### config.mk
export PLATFORM = sky130hd
export DESIGN_NAME = dcc_gamma_ctrl
export DESIGN_NICKNAME = d
export VERILOG_FILES = /design/src/rtl/dcc_gamma_ctrl_pkg.sv /design/src/rtl/dcc_gamma_ctrl_settle_timer.sv /design/src/rtl/dcc_gamma_ctrl.sv
export SDC_FILE = /design/constraint.sdc
export NUM_CORES = 1
export LEC_CHECK = 0
export CORE_ASPECT_RATIO = 1.2
export CORE_MARGIN = 10
export CORE_UTILIZATION = 60
export DETAILED_ROUTE_END_ITERATION = 7
export MAX_ROUTING_LAYER = met4
export PLACE_DENSITY = 0.81
export RECOVER_POWER = 100
export SYNTH_ARGS = -nofsm -noshare
export SYNTH_HDL_FRONTEND = slang
export SYNTH_SLANG_ARGS = --single-unit
### constraint.sdc
create_clock -name clk -period 3.7 [get_ports clk]
set_input_delay 0.555 -clock clk [delete_from_list [all_inputs] [get_ports clk]]
set_output_delay 0.555 -clock clk [all_outputs]
set_load 0.005 [all_outputs]
### src/rtl/dcc_gamma_ctrl_pkg.sv
// Shared types and constants for the duty-cycle-corrector gamma controller.
package dcc_gamma_ctrl_pkg;

  // Controller states (state | meaning)
  //   ST_IDLE       | waiting for start, gamma held
  //   ST_SAR_SETTLE | SAR trial applied, letting the TDL settle
  //   ST_SAR_WAIT   | waiting for the PD decision on the current SAR bit
  //   ST_TRK_SETTLE | tracking step applied, letting the TDL settle
  //   ST_TRK_WAIT   | accumulating PD decisions towards the filter threshold
  typedef enum logic [2:0] {
    ST_IDLE       = 3'd0,
    ST_SAR_SETTLE = 3'd1,
    ST_SAR_WAIT   = 3'd2,
    ST_TRK_SETTLE = 3'd3,
    ST_TRK_WAIT   = 3'd4
  } state_t;

  // Tracking accumulator width (signed); holds +/-7, enough for any legal threshold.
  localparam int ACC_W = 4;

  // Signed +1 / -1 increment for one PD decision.
  function automatic logic signed [ACC_W-1:0] acc_step(input logic late);
    acc_step = late ? ACC_W'(1) : -ACC_W'(1);
  endfunction

endpackage

### src/rtl/dcc_gamma_ctrl_settle_timer.sv
// Settle down-counter: loaded on entry to a settle state, done when it reaches zero.
module dcc_gamma_ctrl_settle_timer #(
  parameter int CNT_W    = 3,
  parameter int LOAD_VAL = 4
) (
  input  logic clk,
  input  logic rst_n,
  input  logic load,
  input  logic run,
  output logic done
);

  logic [CNT_W-1:0] cnt;

  // Load has priority; otherwise count down to zero while running and stop there.
  always_ff @(posedge clk or negedge rst_n) begin
    if (!rst_n) begin
      cnt <= '0;
    end else if (load) begin
      cnt <= CNT_W'(LOAD_VAL);
    end else if (run && (cnt != '0)) begin
      cnt <= cnt - 1'b1;
    end
  end

  assign done = (cnt == '0);

endmodule

### src/rtl/dcc_gamma_ctrl.sv
// Gamma (TDL tap select) controller: SAR acquisition followed by a filtered
// up/down tracking loop with reversal-based lock detection.
module dcc_gamma_ctrl
  import dcc_gamma_ctrl_pkg::*;
#(
  parameter int DELAY_BITS = 5,
  parameter int SETTLE_CYC = 4,
  parameter int FILT_TH    = 3,
  parameter int LOCK_CNT   = 4
) (
  input  logic                  clk,
  input  logic                  rst_n,
  input  logic                  start,
  input  logic                  stop,
  input  logic                  pd_valid,
  input  logic                  pd_late,
  output logic [DELAY_BITS-1:0] gamma,
  output logic                  busy,
  output logic                  locked,
  output logic                  err_sat
);

  localparam int K_W   = (DELAY_BITS > 1) ? $clog2(DELAY_BITS) : 1;
  localparam int REV_W = $clog2(LOCK_CNT + 1);
  localparam int TMR_W = (SETTLE_CYC > 1) ? $clog2(SETTLE_CYC + 1) : 1;

  localparam logic [DELAY_BITS-1:0] GAMMA_MID = {1'b1, {(DELAY_BITS-1){1'b0}}};
  localparam logic [DELAY_BITS-1:0] GAMMA_MAX = '1;
  localparam logic [K_W-1:0]        K_MAX     = K_W'(DELAY_BITS - 1);
  localparam logic [REV_W-1:0]      REV_MAX   = REV_W'(LOCK_CNT);
  localparam logic signed [ACC_W-1:0] TH_P    = ACC_W'(FILT_TH);
  localparam logic signed [ACC_W-1:0] TH_N    = -TH_P;

  state_t                   state, state_n;
  logic [DELAY_BITS-1:0]    gamma_n;
  logic [K_W-1:0]           k, k_n;
  logic signed [ACC_W-1:0]  acc, acc_n, acc_sum;
  logic [REV_W-1:0]         rev_cnt, rev_n;
  logic                     last_up, last_up_n;
  logic                     have_dir, have_dir_n;
  logic                     locked_n, err_sat_n;
  logic                     step, step_up;
  logic                     timer_load, timer_run, timer_done;

  dcc_gamma_ctrl_settle_timer #(
    .CNT_W   (TMR_W),
    .LOAD_VAL(SETTLE_CYC)
  ) u_settle_timer (
    .clk  (clk),
    .rst_n(rst_n),
    .load (timer_load),
    .run  (timer_run),
    .done (timer_done)
  );

  assign timer_run = (state == ST_SAR_SETTLE) || (state == ST_TRK_SETTLE);
  assign busy      = (state != ST_IDLE);

  // State and datapath registers; everything returns to reset values asynchronously.
  always_ff @(posedge clk or negedge rst_n) begin
    if (!rst_n) begin
      state    <= ST_IDLE;
      gamma    <= GAMMA_MID;
      k        <= K_MAX;
      acc      <= '0;
      rev_cnt  <= '0;
      last_up  <= 1'b0;
      have_dir <= 1'b0;
      locked   <= 1'b0;
      err_sat  <= 1'b0;
    end else begin
      state    <= state_n;
      gamma    <= gamma_n;
      k        <= k_n;
      acc      <= acc_n;
      rev_cnt  <= rev_n;
      last_up  <= last_up_n;
      have_dir <= have_dir_n;
      locked   <= locked_n;
      err_sat  <= err_sat_n;
    end
  end

  // Next-state logic: stop beats start, start restarts from any state, else per-state behaviour.
  always_comb begin
    state_n    = state;
    gamma_n    = gamma;
    k_n        = k;
    acc_n      = acc;
    rev_n      = rev_cnt;
    last_up_n  = last_up;
    have_dir_n = have_dir;
    locked_n   = locked;
    err_sat_n  = err_sat;
    timer_load = 1'b0;
    step       = 1'b0;
    step_up    = 1'b0;
    acc_sum    = acc + acc_step(pd_late);

    if (stop) begin
      state_n = ST_IDLE;
    end else if (start) begin
      state_n    = ST_SAR_SETTLE;
      gamma_n    = GAMMA_MID;
      k_n        = K_MAX;
      acc_n      = '0;
      rev_n      = '0;
      have_dir_n = 1'b0;
      locked_n   = 1'b0;
      err_sat_n  = 1'b0;
      timer_load = 1'b1;
    end else begin
      case (state)
        ST_SAR_SETTLE: begin
          if (timer_done) state_n = ST_SAR_WAIT;
        end
        ST_SAR_WAIT: begin
          if (pd_valid) begin
            gamma_n[k] = pd_late;
            timer_load = 1'b1;
            if (k != '0) begin
              gamma_n[k - 1'b1] = 1'b1;
              k_n               = k - 1'b1;
              state_n           = ST_SAR_SETTLE;
            end else begin
              state_n = ST_TRK_SETTLE;
            end
          end
        end
        ST_TRK_SETTLE: begin
          if (timer_done) state_n = ST_TRK_WAIT;
        end
        ST_TRK_WAIT: begin
          if (pd_valid) begin
            if (acc_sum == TH_P) begin
              step    = 1'b1;
              step_up = 1'b1;
            end else if (acc_sum == TH_N) begin
              step    = 1'b1;
              step_up = 1'b0;
            end else begin
              acc_n = acc_sum;
            end
          end
        end
        default: begin
          state_n = ST_IDLE;
        end
      endcase
    end

    // A threshold hit moves gamma one tap (or flags saturation) and updates lock tracking.
    if (step) begin
      acc_n      = '0;
      timer_load = 1'b1;
      state_n    = ST_TRK_SETTLE;
      if (step_up) begin
        if (gamma == GAMMA_MAX) err_sat_n = 1'b1;
        else                    gamma_n   = gamma + 1'b1;
      end else begin
        if (gamma == '0) err_sat_n = 1'b1;
        else             gamma_n   = gamma - 1'b1;
      end
      if (have_dir) begin
        if (step_up != last_up) begin
          if (rev_cnt != REV_MAX) rev_n = rev_cnt + 1'b1;
        end else begin
          rev_n    = '0;
          locked_n = 1'b0;
        end
      end
      if (rev_n == REV_MAX) locked_n = 1'b1;
      last_up_n  = step_up;
      have_dir_n = 1'b1;
    end
  end

endmodule

==> flow_summary.ini <==
[floorplan]
dieWidth_microns = 75.4
start_util_pct = 61.4
die_height_microns = 86.5
top_level_ports = 14
std_cell_rows = 24
fp.coreArea_sq_mm = 0.00360
die_area_sq_mm = 0.00653

[route]
vias_per_cell = 6.42
detail_routed_net_length_per_standard_cell_microns = 16.4
route.detailed.drc = 0
drt_first_pass_iters = 4
postRouteAntennaNets = 0
vias = 2002
number_of_violations_reported_at_the_end_of_detailed_routing_iteration_0 = 158
finalWirelength_microns = 5110

[power]
power_w = 0.000860
power_density_mw_per_mm2 = 361
ir_drop_uv = 209
leakage_nw = 1.04

[sta]
slew_violations = 0
finalCritPeriodShare_pct = 87.3
finalCriticalPeriod_ps = 3230
post-route-worst-setup-slack_ps = 471
clock_skew_ps = 1.13
setup_viol = 0
grt_setup_unrepaired = false
hold_viol_final = 0
maxClockFrequency_mhz = 310
max-slew-margin-rel_pct = 6.01
max_slew.worst_pin.slew_ps = 1410
final_sum_of_negative_setup_slack_ps = 0

[yosys]
synthDominantAreaCellType = sky130_fd_sc_hd__dfrtp_1
synthCells = 263
synth_edf_count = 0
synth-seq-cells = 25
dominantRegCellSynth = sky130_fd_sc_hd__dfrtp_1
async_set_or_reset_register_ratio_after_synthesis_pct = 100
seq_area_frac_synth_pct = 28.4
synth.cell_area_sq_mm = 0.00221
synth.lib_cells_used.distinct = 67
postSynthNetCount = 283
total_of_warnings_raised_by_yosys = 0
synth_top_area_share_pct = 26.0
synth_area_leaders = sky130_fd_sc_hd__dfrtp_1 (26%), sky130_fd_sc_hd__ha_1 (7.4%), sky130_fd_sc_hd__o21ai_0 (5.2%)
synthesis.area_per_instance_sq_um = 8.41

[setup_path]
crit_path_max_incr_delay_ps = 530
crit_path_kind = primary input to register
worstPathMaxFanout = 7
worstSetupEndpointType = register
critPathLaunchType = primary input
crit_top_cell = sky130_fd_sc_hd__a21oi_1
crit_path_cell_trace = clkdlybuf4s50_1 -> inv_1 -> ha_1 -> a21oi_1 -> a21oi_1 -> or3_1 -> a21oi_1 -> o22ai_1 -> a211oi_1
crit_required_ps = 3890
timing.critical_path.arrival_ps = 3420
worst_path_max_delay_cell = sky130_fd_sc_hd__clkdlybuf4s50_1

[clock_network]
numCtsBuffers = 3
clock_tree_root_driver_cell = sky130_fd_sc_hd__clkbuf_8
clock_path_buffers = 2
cts.sinks = 25
cts.hold.buffers_added = 0
cts_resized = 0
cts.htree.levels = 1
worst_skew_pair.late_latency_ps = 270
cts_tree = done
clock_transition_at_path_regs_ps = 90
post_cts_buffers = 0

[place]
io_buffer_count = 13
placement.setup.worst_slack_ps = 404
place_congestion = 0.929
dp.final_hpwl_microns = 3770
dp.cells = 308

[worst_hold_path]
worst_hold_path_type = register to register

[global_route]
gr-total-overflow = 0
grt_start_max_net_pins = 26
grt_first_pass_wirelength_microns = 8690
global_route.usage.total_pct = 16.6
grt_antenna_before_repair = 0
grt_pass1_vias = 1919

[cells_and_area]
insertedDiodeCount = 0
layout.core_utilization_pct = 66.2
area_delta_synth_final_pct = 7.86
drive_gt1_share_pct = 8.79
layout.nets = 294
fillerInstances = 311
count_of_non_filler_cells_in_the_finished_layout = 312
multi_input_comb_area_sq_mm = 0.00143
final-seq-area_sq_um = 628

[flow_run]
cap_viol_max_count = 0

[outcome]
status = complete, no violations
[through the flow]
step           cell area [sq um]  hold WS [ps]
2_1_floorplan               2210           259
3_3_place_gp                2370           481
3_5_place_dp                2370           497
4_1_cts                     2410           518
5_1_grt                     2390           538
6_report                    2390           512
[Yosys cell counts (all sizes together), types with 5 or more instances]
master	number
nand2	21
ha	13
a211o	5
a31oi	8
nand3	9
o21ai	28
nor2b	5
nor3	9
a21oi	21
inv	20
clkbuf	8
nor2	20
dfrtp	23
[report_power, final]
group	leakage, nW	internal, W	switching, W
logic	0.693	0.000141	0.000207
clock network	0.0228	0.0000771	0.0000898
registers	0.325	0.000308	0.0000376
total	1.04	0.000526	0.000334
[flip-flops by register name, summed over array words and instances, names as in the netlist]
signal and flops:
acc 4, err_sat 1, gamma 5, have_dir 1, k 3, last_up 1, locked 1, rev_cnt 3
state 3, u_settle_timer.cnt 3
[per-layer routing]
layer,part of all wire (%),global-route usage (%),routed length (microns)
met4,1.2,5.41,63
met1,47,21.5,2420
met3,3.7,2.17,191
met2,48,26.0,2440
met5,0,-,0
[critical path: cells and delay by family]
family                   cells  cell delay, ps
buffers and inverters        2             610
AND/OR/NAND/NOR              1             460
adder cells (fa/ha/maj)      1             370
AO/OA/AOI/OAI                5            1420
[cell type report]
cell class                      count  area share, %
Tap cell                           39           2.05
Multi-Input combinational cell    207           60.0
Timing Repair Buffer               17           6.55
Sequential cell                    25           26.3
Inverter                           20           3.15
Clock buffer                        4           1.89
[cells in the final DEF, fill, tap and decap left out, drive strengths merged, types with 3 or more instances in the layout]
cell,instances
o21ai,28
dlygate4sd3,8
mux2i,3
or3,3
inv,20
a31oi,8
nand4,3
nor3,9
a21oi,21
nor3b,4
ha,13
clkbuf,5
nand3,9
and2,3
o211ai,3
nor2,20
nand2b,3
nand3b,3
buf,3
o31ai,3
o22ai,4
nor2b,5
a211o,5
clkdlybuf4s50,5
nand2,21
dfrtp,23
[path summary, 6_finish.rpt]
path,from,to,slack [ps],depth (start not counted)
setup / recovery,pd_late,state[0]$_DFFE_PN0P_,470,9
max in group asynchronous,rst_n,k[0]$_DFFE_PN0P_,1750,2
hold reg to reg,acc[2]$_DFFE_PN0P_,acc[2]$_DFFE_PN0P_,510,2
min in group asynchronous,rst_n,rev_cnt[2]$_DFF_PN0_,1130,2
setup reg to reg,acc[0]$_DFFE_PN0P_,state[0]$_DFFE_PN0P_,840,8
hold / removal,acc[2]$_DFFE_PN0P_,acc[2]$_DFFE_PN0P_,510,2
[cells by family (layout without fill, tap and decap cells)]
logic type,after synthesis,count (layout),share of synthesized area [%]
buffers and inverters,31,41,5.83
muxes,4,4,2.38
xor gates and xnor gates,4,4,2.60
adders and majority gates,14,14,8.26
and+or+nand+nor,94,94,25.6
DFF,25,25,28.4
AOI/OAI and AO/OA,91,91,26.9
Power figures use the tool's default switching activity.
